--- src/rtl/tdm_demux.sv ---
// tdm_demux: receive side of the TDM sample link. Tracks slot position,
// steers each accepted sample to its channel register with a one-cycle
// strobe, flags framing errors and re-locks on the next frame sync.
module tdm_demux #(
   parameter int unsigned WIDTH = 8,
   parameter int unsigned NCH   = 4,
   localparam int unsigned SW   = $clog2(NCH)
) (
   input  logic                   clk,
   input  logic                   rst,
   input  logic [WIDTH-1:0]       din,
   input  logic                   din_valid,
   input  logic                   frame_sync,
   output logic [NCH*WIDTH-1:0]   ch_data,
   output logic [NCH-1:0]         ch_valid,
   output logic                   frame_done,
   output logic                   sync_err,
   output logic                   locked,
   output logic [SW-1:0]          slot
);

   typedef enum logic {HUNT = 1'b0, LOCKED = 1'b1} state_t;

   localparam logic [SW-1:0] LAST_SLOT = SW'(NCH - 1);

   state_t          state;
   state_t          state_n;
   logic [SW-1:0]   slot_n;
   logic            wr_en;
   logic [SW-1:0]   wr_ch;
   logic            done_n;
   logic            err_n;

   // State register and all registered outputs
   always_ff @(posedge clk) begin
      if (rst) begin
         state      <= HUNT;
         slot       <= '0;
         ch_data    <= '0;
         ch_valid   <= '0;
         frame_done <= 1'b0;
         sync_err   <= 1'b0;
         locked     <= 1'b0;
      end else begin
         state      <= state_n;
         slot       <= slot_n;
         ch_valid   <= wr_en ? (NCH'(1) << wr_ch) : NCH'(0);
         frame_done <= done_n;
         sync_err   <= err_n;
         locked     <= (state_n == LOCKED);
         for (int unsigned k = 0; k < NCH; k++) begin
            if (wr_en && (wr_ch == SW'(k))) begin
               ch_data[k*WIDTH +: WIDTH] <= din;
            end
         end
      end
   end

   // Next-state, slot tracking and write/strobe decisions
   always_comb begin
      state_n = state;
      slot_n  = slot;
      wr_en   = 1'b0;
      wr_ch   = '0;
      done_n  = 1'b0;
      err_n   = 1'b0;
      if (din_valid) begin
         case (state)
            HUNT: begin
               // Unsynced samples are dropped silently while hunting
               if (frame_sync) begin
                  wr_en   = 1'b1;
                  wr_ch   = '0;
                  slot_n  = SW'(1);
                  state_n = LOCKED;
               end
            end
            LOCKED: begin
               if (slot == '0) begin
                  if (frame_sync) begin
                     wr_en  = 1'b1;
                     wr_ch  = '0;
                     slot_n = SW'(1);
                  end else begin
                     // Missing sync: lose lock and drop the sample
                     err_n   = 1'b1;
                     slot_n  = '0;
                     state_n = HUNT;
                  end
               end else if (frame_sync) begin
                  // Early sync: abandon the partial frame, restart at slot 0
                  err_n  = 1'b1;
                  wr_en  = 1'b1;
                  wr_ch  = '0;
                  slot_n = SW'(1);
               end else begin
                  wr_en = 1'b1;
                  wr_ch = slot;
                  if (slot == LAST_SLOT) begin
                     done_n = 1'b1;
                     slot_n = '0;
                  end else begin
                     slot_n = slot + SW'(1);
                  end
               end
            end
            default: begin
               state_n = HUNT;
               slot_n  = '0;
            end
         endcase
      end
   end

endmodule

--- config.mk ---
export PLATFORM = sky130hd
export DESIGN_NAME = tdm_demux
export DESIGN_NICKNAME = d
export VERILOG_FILES = /design/src/rtl/tdm_demux.sv
export SDC_FILE = /design/constraint.sdc
export NUM_CORES = 1
export LEC_CHECK = 0
export CAP_MARGIN = 5
export CORE_UTILIZATION = 41
export CTS_CLUSTER_SIZE = 20
export DETAILED_ROUTE_END_ITERATION = 6
export PLACE_DENSITY = 0.74
export SLEW_MARGIN = 20
export SYNTH_ARGS = -nofsm -noshare
export SYNTH_HDL_FRONTEND = slang
export SYNTH_SLANG_ARGS = --single-unit
export TNS_END_PERCENT = 10
--- constraint.sdc ---
create_clock -name clk -period 1.7 [get_ports clk]
set_input_delay 0.255 -clock clk [delete_from_list [all_inputs] [get_ports clk]]
set_output_delay 0.255 -clock clk [all_outputs]
set_load 0.005 [all_outputs]
# After elaboration in Yosys (flattened, before gate mapping)

Cells that the tools add are included.

Logic and storage cells: 46
Flip-flop bits (word level): 41
Output and inout bits: 41

Shift-type cells: 1
Reduce and logical (&&, ||, !) cells: 10
Bitwise logic cells: 3
Multiplexer cells: 17
$add $sub $neg: 1
Equality and inequality tests: 5

Operator list:

| kind                  | number |
|---|---|
| $mux W2               | 7 |
| $pmux W2 S2           | 2 |
| $mux W1               | 7 |
| $eq A2 B2 Y1 const B  | 3 |
| $reduce_or A5 Y1      | 1 |
| $logic_and A1 B1 Y1   | 4 |
| $logic_not A2 Y1      | 2 |
| $shl A1 B2 Y4 const A | 1 |
| $not A1 Y1            | 3 |
| $reduce_or A3 Y1      | 1 |
| $add A2 B1 Y2 const B | 1 |
| $eq A2 B1 Y1 const B  | 1 |
| $ne A2 B2 Y1 const B  | 1 |
| $pmux W1 S2           | 1 |
| $reduce_and A2 Y1     | 1 |
| $reduce_or A2 Y1      | 1 |

# Depth between registers and ports, before layout

Gate-level depths: netlist of the first run.

Word-level depth: 6
Gate-level depth with buffers: 7

# Least setup slack after synthesis of the first run

No wires, ideal clock.

Path kind: flip-flop to flip-flop
Start: register slot[1]
End: register ch_data[25]
Data required time: 1.579 ns
Setup time: 0.121 ns
Buffers on the path: 1
Path slack: -0.254 ns
Arrival time: 1.833 ns
Cell stages (with the launch flop): 8
Cell sequence: dfxtp_1 -> inv_1 -> ha_1 -> ha_1 -> nand4b_1 -> or4_4 -> buf_6 -> mux2i_1

Cells in the longest elaborated chain, start to end: 6
Elaborated cells on any way between the ends: 10
Classes of those cells: eq/ne: 1; mux: 7; reduce/logical: 2

Ends and longest elaborated chain:

| item                                               | line   | RTL |
|---|---|---|
| start: declaration                                 | 19     | `output logic [SW-1:0] slot` |
| start signal: assignment                           | 46     | `slot <= slot_n;` |
| $logic_not A2 Y1 / $mux W2 (equally long branches) | 79, 90 |  |
| $mux W2                                            | 79     | `if (slot == '0) begin` |
| $pmux W2 S2                                        | 68     | `case (state)` |
| $mux W2                                            | 67     | `if (din_valid) begin` |
| $eq A2 B2 Y1                                       | 52     | `if (wr_en && (wr_ch == SW'(k))) begin` |
| $logic_and A1 B1 Y1 (*)                            | 52     |  |
| end signal: indexed assignment                     | 53     | `ch_data[k*WIDTH +: WIDTH] <= din;` |
| end: declaration                                   | 14     | `output logic [NCH*WIDTH-1:0] ch_data,` |

Mark *: on every way between the ends. The rest lies on a longest branch, timed or not.
A chain may end at the register's enable or synchronous reset.

# Worst setup path in the final report of the first run

Start: register slot[1]
End: register ch_data[26]

Same word-level chain as after synthesis.

==> results of run 1 <==
==> final cells by class <==
| class | instances | area (um2) | share of cell area [%] |
|---|---|---|---|
| Clock buffer | 6 | 82.6 | 3.24 |
| Multi-Input combinational cell | 105 | 858 | 33.7 |
| Sequential cell | 41 | 830 | 32.5 |
| Tap cell | 50 | 62.6 | 2.45 |
| Clock inverter | 2 | 13.8 | 0.540 |
| Inverter | 3 | 13.8 | 0.540 |
| Timing Repair Buffer | 70 | 688 | 27.0 |
==> layer usage <==
metal | track usage (%) | wire length, um
met1 | 22.1 | 1660
met2 | 30.3 | 1930
met3 | 4.62 | 192
met4 | 7.18 | 18
met5 | 0 | 0
==> cells by family (layout without fill, tap and decap cells) <==
family,count (synthesis),in the layout
buffers and inverters,13,81
and+or+nand+nor,58,58
adders and majority gates,3,3
muxes,32,32
DFF,41,41
AOI/OAI and AO/OA,12,12
==> per-stage QoR <==
stage | hold slack [ps] | std cells | utilization, % | worst slack [ps] | total power (uW)
final | 476 | 277 | 63.7 | -44.4 | 1850
after detailed placement | 469 | 268 | 60.9 | -351 | 1210
after floorplan | 370 | 159 | - | -22.0 | 1100
after CTS | 483 | 276 | 63.3 | -49.0 | 1870
after global routing | 503 | 277 | 63.7 | -115 | 1920
after global placement | 460 | 268 | 60.9 | -283 | 1200
==> placed cells by master (no fill, tap or decap), drive strengths merged, types with 2 or more instances in the layout <==
cell           Yosys  routed
a21oi              2       2
buf                4      18
clkbuf             6       6
clkdlybuf4s50      0      52
clkinv             0       2
dfxtp             41      41
ha                 3       3
inv                3       3
mux2i             32      32
nand2              3       3
nand2b            41      41
nor2               2       2
nor3               5       5
nor3b              2       2
o21ai              3       3
==> report_power, final <==
group          switching (uW)  total [uW]  internal (uW)
clock network             331         659            329
logic                    82.6         203            121
registers                11.1         987            976
total                     424        1850           1430
==> sequential cells by signal, summed over array words and instances (netlist names) <==
register	count
frame_done	1
state	1
ch_valid	4
sync_err	1
ch_data	32
slot	2
==> path summary, 6_finish.rpt <==
kind / start / end / slack (ps) / cells past startpoint
min: ch_data[5] / ch_data[5] / 480 / 2
min reg2reg: ch_data[5] / ch_data[5] / 480 / 2
max reg2reg: slot[1] / ch_data[26] / -40 / 6
max: slot[1] / ch_data[26] / -40 / 6
==> what timing repair did <==
item,CTS,global route
resized for setup,0,5
buffers inserted,0,1
cloned,0,0
hold endpoints to repair,0,0
pin swaps,1,0
setup endpoints to repair,10,23
==> worst min-delay path: cells and delay by family, from the launching register on <==
kind,cells,cell delay [ps]
DFF,1,320
and+or+nand+nor,1,60
muxes,1,60
==> run metrics, run 1 <==
outcome complete, but fails checks; failing checks negative setup slack; Avg Inst Size Synth 10.8 um2; pin count of the biggest net entering global routing 50; count of hold-fix buffers inserted at cts 0; Starting Density 42.9%; asr flop ratio synth 0%; CP max stage cell or4_4; Worst Hold Class reg -> reg; vias in the first global route 1274; largest family of logic cells by synthesized area simple AND/OR/NAND/NOR gates; # rows 23; Setup Skew 3.41 ps; unrepaired setup endpoints after global routing yes; mux share of post-synthesis cell area 18.7%; Setup crit end kind flop; dpl hpwl 2.85 mm; Post-Synth XOR/XNOR Area 0%; WP data required 1870 ps; Fillers 316; I/O pin total 53; Main synth FF type dfxtp_1; global-route wire length before repair 6.00 mm; fin. max-slew vios 0; final worst path period share 103%; crit-path cells inv_4, ha_4, ha_4, nand4b_1, or4_4, mux2i_1; CTS tree done; GR Overflow Total 0; achievable frequency 573 MHz; initial antenna violation count 0; Compound-Gate Fraction of Synth Area 5.40%; Setup Crit Path Kind reg -> reg; critical path's top delay family simple AND/OR/NAND/NOR gates; later-pin clock latency in the skew report 290 ps; die height 66.7 um; width of the die 66.7 um; n_diodes 0; simple-gate area share of the yosys netlist 22.2%; VDD IR max 0.497 mV; TritonRoute pass-1 iters 4; Synth warnings 0; register area share after synthesis 47.8%; CTS buffer count 5; Area growth, synth to finish 48.6%; Tightest Pin Transition 356 ps; relative slew slack 76.2%; Synth area leaders dfxtp_1 (48%), mux2i_1 (19%), nand2b_1 (15%), ha_1 (2.2%), nand4bb_4 (1.6%); nets 241; layout cells sized above 1 17.2%; Synth Instances 159; gr usage total 18.2%; CP bufs+invs 1; fin crit period 1740 ps; placer congestion estimate 0.851; Core Area 4000 um2; number of vias per cell 4.92; number of routed nets with antenna violations 0; Most common cell on crit path ha_4; DRC 0; post-synthesis cell type count 27; net count after synthesis 174; DRT Wirelength 3.80 mm; EDFF count, synth 0; CTS max path bufs 2; dominant cell type by area after synthesis dfxtp_1; Final Hold Vio Count 0; vias 1364; top post-synthesis cells by count dfxtp_1 (41), nand2b_1 (41), mux2i_1 (32); CP Max Fanout 8; final setup vio count 9; Worst path max stage delay 540 ps; max cap viols 0; Port Buf Inserts 52; cell area after layout 2550 um2; Leak Pwr 0.00106 uW; Avg WL per Cell 13.7 um; CP startpoint kind flop; final worst slack -44.4 ps; root buffer cell clkbuf_8; post-synthesis adder-cell area fraction 2.19%; Cell Area, Synth 1720 um2; WP data arrival 1910 ps; PwrDens 726 nW/um2; Die Area 4450 um2; clk sinks 41; clk slew on worst S/H paths 80 ps; DRT iter0 DRCs 40; top cell type's share of synthesized area 47.8%; H-tree depth 2; Placed Instance Area 2430 um2; Synth Register Bits 41; final setup TNS -223 ps
No activity file was read; power rests on OpenSTA's default activity.
==> run 2: changes to the inputs <==
--- a/config.mk
+++ b/config.mk
@@ -6,6 +6,7 @@
 export NUM_CORES = 1
 export LEC_CHECK = 0
 export CAP_MARGIN = 5
+export CORE_MARGIN = 8
 export CORE_UTILIZATION = 41
 export CTS_CLUSTER_SIZE = 20
 export DETAILED_ROUTE_END_ITERATION = 6
==> run 2 against run 1 <==
  * The run still ends with negative setup slack left
  * Critical path depth stayed put
  * Largest power group unchanged
  * Routed wire length is 11% higher
  * Critical path type unchanged
  * Power is 4.1% higher
==> run metrics, run 2 (synthesized netlist as in run 1, its figures left out) <==
outcome complete, but fails checks (unchanged); failing checks negative setup slack (unchanged); Top Registers ch_data (32), ch_valid (4), slot (2) (unchanged); DRT Wirelength 4.22 mm (was 3.80 mm); Setup Crit Path Kind reg -> reg (unchanged); final core occ 63.5% (was 63.7%); Leak Pwr 0.00107 uW (was 0.00106 uW); gr usage total 13.4% (was 18.2%); max reg flops 32 (unchanged); most frequent cells in the layout clkdlybuf4s50_1 (52), nand2b_1 (41), dfxtp_1 (38) (unchanged); die height 80.7 um (was 66.7 um); max cap viols 0 (unchanged); Setup Skew 2.87 ps (was 3.41 ps); count of hold-fix buffers inserted at cts 0 (unchanged); n_diodes 0 (unchanged); DRT iter0 DRCs 97 (was 40); GR Overflow Total 0 (unchanged); Cell Count, Final, Fillers Out 275 (was 277); fin crit period 1790 ps (was 1740 ps); commonest non-fill, non-tap cell in the layout clkdlybuf4s50_1 (unchanged); Tightest Pin Transition 363 ps (was 356 ps); met3 Usage GRT 6.03% (was 4.62%); WP data required 1910 ps (was 1870 ps); number of routed nets with antenna violations 0 (unchanged); Avg WL per Cell 15.3 um (was 13.7 um); CP startpoint kind flop (unchanged); DRC 0 (unchanged); Area growth, synth to finish 49.2% (was 48.6%); root buffer cell clkbuf_8 (unchanged); Most common cell on crit path ha_4 (unchanged); final worst slack -92.0 ps (was -44.4 ps); PwrDens 752 nW/um2 (was 726 nW/um2); nets 239 (was 241); TritonRoute pass-1 iters 4 (unchanged); grt peak-use layer met2 (unchanged); H-tree depth 2 (unchanged); met2 Resource Use GR 23.3% (was 30.3%); Core Area 4030 um2 (was 4000 um2); achievable frequency 558 MHz (was 573 MHz); placed insts 267 (was 268); relative slew slack 75.8% (was 76.2%); I/O pin total 53 (unchanged); Worst Hold Class reg -> reg (unchanged); CTS tree done (unchanged); later-pin clock latency in the skew report 290 ps (about the same); final worst path period share 105% (was 103%); crit-path cells inv_4, ha_4, ha_4, nand4b_1, or4_4, mux2i_1 (unchanged); R2R cell count 6 (unchanged); CTS buffer count 5 (unchanged); Most flops, register ch_data (unchanged); CP Max Fanout 8 (unchanged); GR Layer Usage met1 13.6% (was 22.1%); Port Buf Inserts 52 (unchanged); Setup Buffers After CTS 0 (unchanged); Starting Density 42.6% (was 42.9%); Worst path max stage delay 560 ps (was 540 ps); VDD IR max 0.468 mV (was 0.497 mV); CTS max path bufs 2 (unchanged); width of the die 80.7 um (was 66.7 um); Final Hold Vio Count 0 (unchanged); final setup vio count 8 (was 9); r2r setup slk -90 ps (was -40 ps); initial antenna violation count 0 (unchanged); dpl hpwl 3.15 mm (was 2.85 mm); vias 1344 (was 1364); fin. max-slew vios 0 (unchanged); global-route wire length before repair 6.71 mm (was 6.00 mm); # rows 23 (unchanged); Min-Delay Path Depth 2 (unchanged); WP data arrival 2000 ps (was 1910 ps); Die Area 6510 um2 (was 4450 um2); number of vias per cell 4.89 (was 4.92); vias in the first global route 1451 (was 1274); clk sinks 41 (unchanged); layout cells sized above 1 15.1% (was 17.2%); placer congestion estimate 0.805 (was 0.851); unrepaired setup endpoints after global routing yes (unchanged); Fillers 343 (was 316); clk slew on worst S/H paths 70 ps (was 80 ps); pin count of the biggest net entering global routing 50 (unchanged); Setup crit end kind flop (unchanged); CP max stage cell or4_4 (unchanged)
[run 2: cell types whose count changed in the layout (fill, tap and decap cells not counted)]
| cell | before | now |
|---|---|---|
| buf_4 | 14 | 11 |
| clkbuf_1 | 0 | 1 |
| clkbuf_16 | 0 | 1 |
| o2111a_1 | 0 | 1 |
| inv_2 | 2 | 1 |
| clkinv_4 | 1 | 0 |
| inv_1 | 0 | 1 |
| o2111a_2 | 1 | 0 |
| clkinv_2 | 1 | 0 |
| buf_12 | 2 | 3 |
[run 2: layout make-up]
cell class,count,area [um2],share of cell area (%)
tap,50,62.6,2.44
timing repair buffer,68,686,26.8
clock buffer,8,111,4.35
inverter,3,13.8,0.538
sequential,41,830,32.4
multi-input combinational,105,857,33.5
[run 2: worst paths after layout]
kind | start | endpoint
worst min-delay path | ch_data[6] | ch_data[6]
worst max-delay path | slot[1] | ch_data[24]
worst min register to register | ch_data[6] | ch_data[6]
worst max register to register | slot[1] | ch_data[24]
[run 2: through the flow]
stage               instance area (um2)  hold WS, ps  setup slack [ps]  setup TNS, ps  power, uW
finish                             2560          479             -92.0           -557       1930
global placement                   2440          460              -286          -6190       1210
detailed placement                 2440          466              -349          -7400       1210
floorplan                          1750          370             -22.0           -176       1100
CTS                                2550          483             -90.3           -513       1950
global route                       2560          504              -155          -1130       2020
[run 2: metal layers]
layer / wire [um] / share of wire, % / vias to the layer above
li1: - / - / 673
met1: 1700 / 40 / 627
met2: 2160 / 51 / 36
met3: 285 / 6.8 / 8
met4: 74 / 1.8 / 0
met5: 0 / 0 / -
[run 2: power breakdown]
group	leakage, uW	switching, uW	internal [uW]	total [uW]
Combinational	0.000676	83.5	120	204
Clock	0.0000566	315	419	734
Sequential	0.000334	11.5	976	988
[run 2: worst max-delay path: cells and delay by family, from the launching register on]
kind	cells	cell delay [ps]
and+or+nand+nor	2	790
DFF	1	360
adders and majority gates	2	320
muxes	1	210
buffers and inverters	1	40
[run 2: repair_timing]
item / 4_1_cts / 5_1_grt
endpoints found under the setup margin: 11 / 19
pin swaps: 1 / 1
gates resized for setup: 1 / 2
==> run 3: changes to the inputs <==
--- a/config.mk
+++ b/config.mk
@@ -11,6 +11,7 @@
 export CTS_CLUSTER_SIZE = 20
 export DETAILED_ROUTE_END_ITERATION = 6
 export PLACE_DENSITY = 0.74
+export SKIP_CTS_REPAIR_TIMING = 1
 export SLEW_MARGIN = 20
 export SYNTH_ARGS = -nofsm -noshare
 export SYNTH_HDL_FRONTEND = slang
==> run 3 against run 2 <==
  * The flow still finishes with violations (negative setup slack)
  * Register-to-register slack is essentially flat
  * Fmax is the same
  * Sequential share of layout area stayed put
  * Utilization unchanged
  * Die area unchanged
  * Cell count is the same
  * Via count is the same
==> run metrics, run 3 (synthesized netlist as in run 1, its figures left out) <==
pin count of the biggest net entering global routing 50 (unchanged); CTS buffer count 5 (unchanged); Top Registers ch_data (32), ch_valid (4), slot (2) (unchanged); placed insts 267 (unchanged); CP Max Fanout 8 (unchanged); die height 80.7 um (unchanged); VDD IR max 0.468 mV (unchanged); initial antenna violation count 0 (unchanged); CP max stage cell or4_4 (unchanged); Area growth, synth to finish 49.2% (unchanged); R2R Path Start slot[1] (unchanged); clk sinks 41 (unchanged); GR Overflow Total 0 (unchanged); Tightest Pin Transition 363 ps (unchanged); # rows 23 (unchanged); n_diodes 0 (unchanged); vias 1344 (unchanged); outcome complete, but fails checks (unchanged); Avg WL per Cell 15.3 um (unchanged); most frequent cells in the layout clkdlybuf4s50_1 (52), nand2b_1 (41), dfxtp_1 (38) (unchanged); crit path from slot[1] (unchanged); WP data required 1910 ps (about the same); HP Start ch_data[6] (unchanged); DRC 0 (unchanged); final setup vio count 8 (unchanged); fin crit period 1790 ps (unchanged); clk slew on worst S/H paths 70 ps (about the same); Setup crit end kind flop (unchanged); final worst slack -92.0 ps (unchanged); CP startpoint kind flop (unchanged); global-route wire length before repair 6.71 mm (unchanged); Final Hold Vio Count 0 (unchanged); final worst path period share 105% (unchanged); max cap viols 0 (unchanged); number of vias per cell 4.89 (unchanged); WP data arrival 2000 ps (about the same); fin. max-slew vios 0 (unchanged); I/O pin total 53 (unchanged); number of routed nets with antenna violations 0 (unchanged); Setup Skew 2.87 ps (unchanged); DRT Wirelength 4.22 mm (unchanged); Worst path max stage delay 560 ps (about the same); Most common cell on crit path ha_4 (unchanged); placer congestion estimate 0.805 (unchanged); FF+latch area 830 um2 (unchanged); Cell Count, Final, Fillers Out 275 (unchanged); DRT iter0 DRCs 102 (was 97); Die Area 6510 um2 (unchanged); commonest non-fill, non-tap cell in the layout clkdlybuf4s50_1 (unchanged); Fillers 343 (unchanged); Core Area 4030 um2 (unchanged); gr usage total 13.4% (unchanged); Most flops, register ch_data (unchanged); dpl ws -349 ps (unchanged); unrepaired setup endpoints after global routing yes (unchanged); width of the die 80.7 um (unchanged); Port Buf Inserts 52 (unchanged); CTS tree done (unchanged); nets 239 (unchanged); max reg flops 32 (unchanged); multi-input logic area 857 um2 (unchanged); TritonRoute pass-1 iters 4 (unchanged); achievable frequency 558 MHz (unchanged); CTS max path bufs 2 (unchanged); layout cells sized above 1 15.1% (unchanged); H-tree depth 2 (unchanged); Setup Crit Path Kind reg -> reg (unchanged); PwrDens 752 nW/um2 (unchanged); root buffer cell clkbuf_8 (unchanged); dpl hpwl 3.15 mm (unchanged); CP bufs+invs 1 (unchanged); failing checks negative setup slack (unchanged); later-pin clock latency in the skew report 290 ps (about the same); Starting Density 42.6% (unchanged); relative slew slack 75.8% (unchanged); Leak Pwr 0.00107 uW (unchanged); critical path's top delay family simple AND/OR/NAND/NOR gates (unchanged); vias in the first global route 1448 (was 1451); crit-path cells inv_4, ha_4, ha_4, nand4b_1, or4_4, mux2i_1 (unchanged); Worst Hold Class reg -> reg (unchanged)
==> run 3: cell counts in the layout (fill, tap and decap cells not counted) <==
No cell type changed its count.
==> run 3: cell type report <==
type / count / area share, %
inverter: 3 / 0.538
tap: 50 / 2.44
multi-input combinational: 105 / 33.5
clock buffer: 8 / 4.35
timing repair buffer: 68 / 26.8
sequential: 41 / 32.4
==> run 3: path summary, 6_finish.rpt <==
path	slack (ps)	endpoint	cells after the start
max reg2reg	-90	ch_data[24]	6
min reg2reg	480	ch_data[6]	2
min	480	ch_data[6]	2
max	-90	ch_data[24]	6
==> run 3: worst register-to-register path, delay by kind of cell, from the launching register on <==
family / cells / cell delay (ps)
flip-flops: 1 / 360
buffers and inverters: 1 / 40
multiplexers: 1 / 210
AND/OR/NAND/NOR: 2 / 790
adder cells (fa/ha/maj): 2 / 320
==> run 3: layer usage <==
metal	up-vias	global-route usage, %	wire length [um]
met5	-	0	0
met4	0	5.36	74
met3	8	6.03	285
met2	36	23.3	2160
met1	627	13.6	1700
li1	673	-	-
==> run 3: per-stage QoR <==
step | hold WS [ps] | util [%] | total power, uW | setup TNS [ps] | area, um2
floorplan | 370 | - | 1100 | -176 | 1750
global placement | 460 | 60.6 | 1210 | -6190 | 2440
detailed placement | 466 | 60.6 | 1210 | -7400 | 2440
CTS | 483 | 63.3 | 1950 | -547 | 2550
global route | 504 | 63.5 | 2020 | -1130 | 2560
finish | 479 | 63.5 | 1930 | -557 | 2560
==> run 3: power breakdown <==
part	internal (uW)	total (uW)	switching (uW)
clock network	419	734	315
logic	120	204	83.5
registers	976	988	11.5
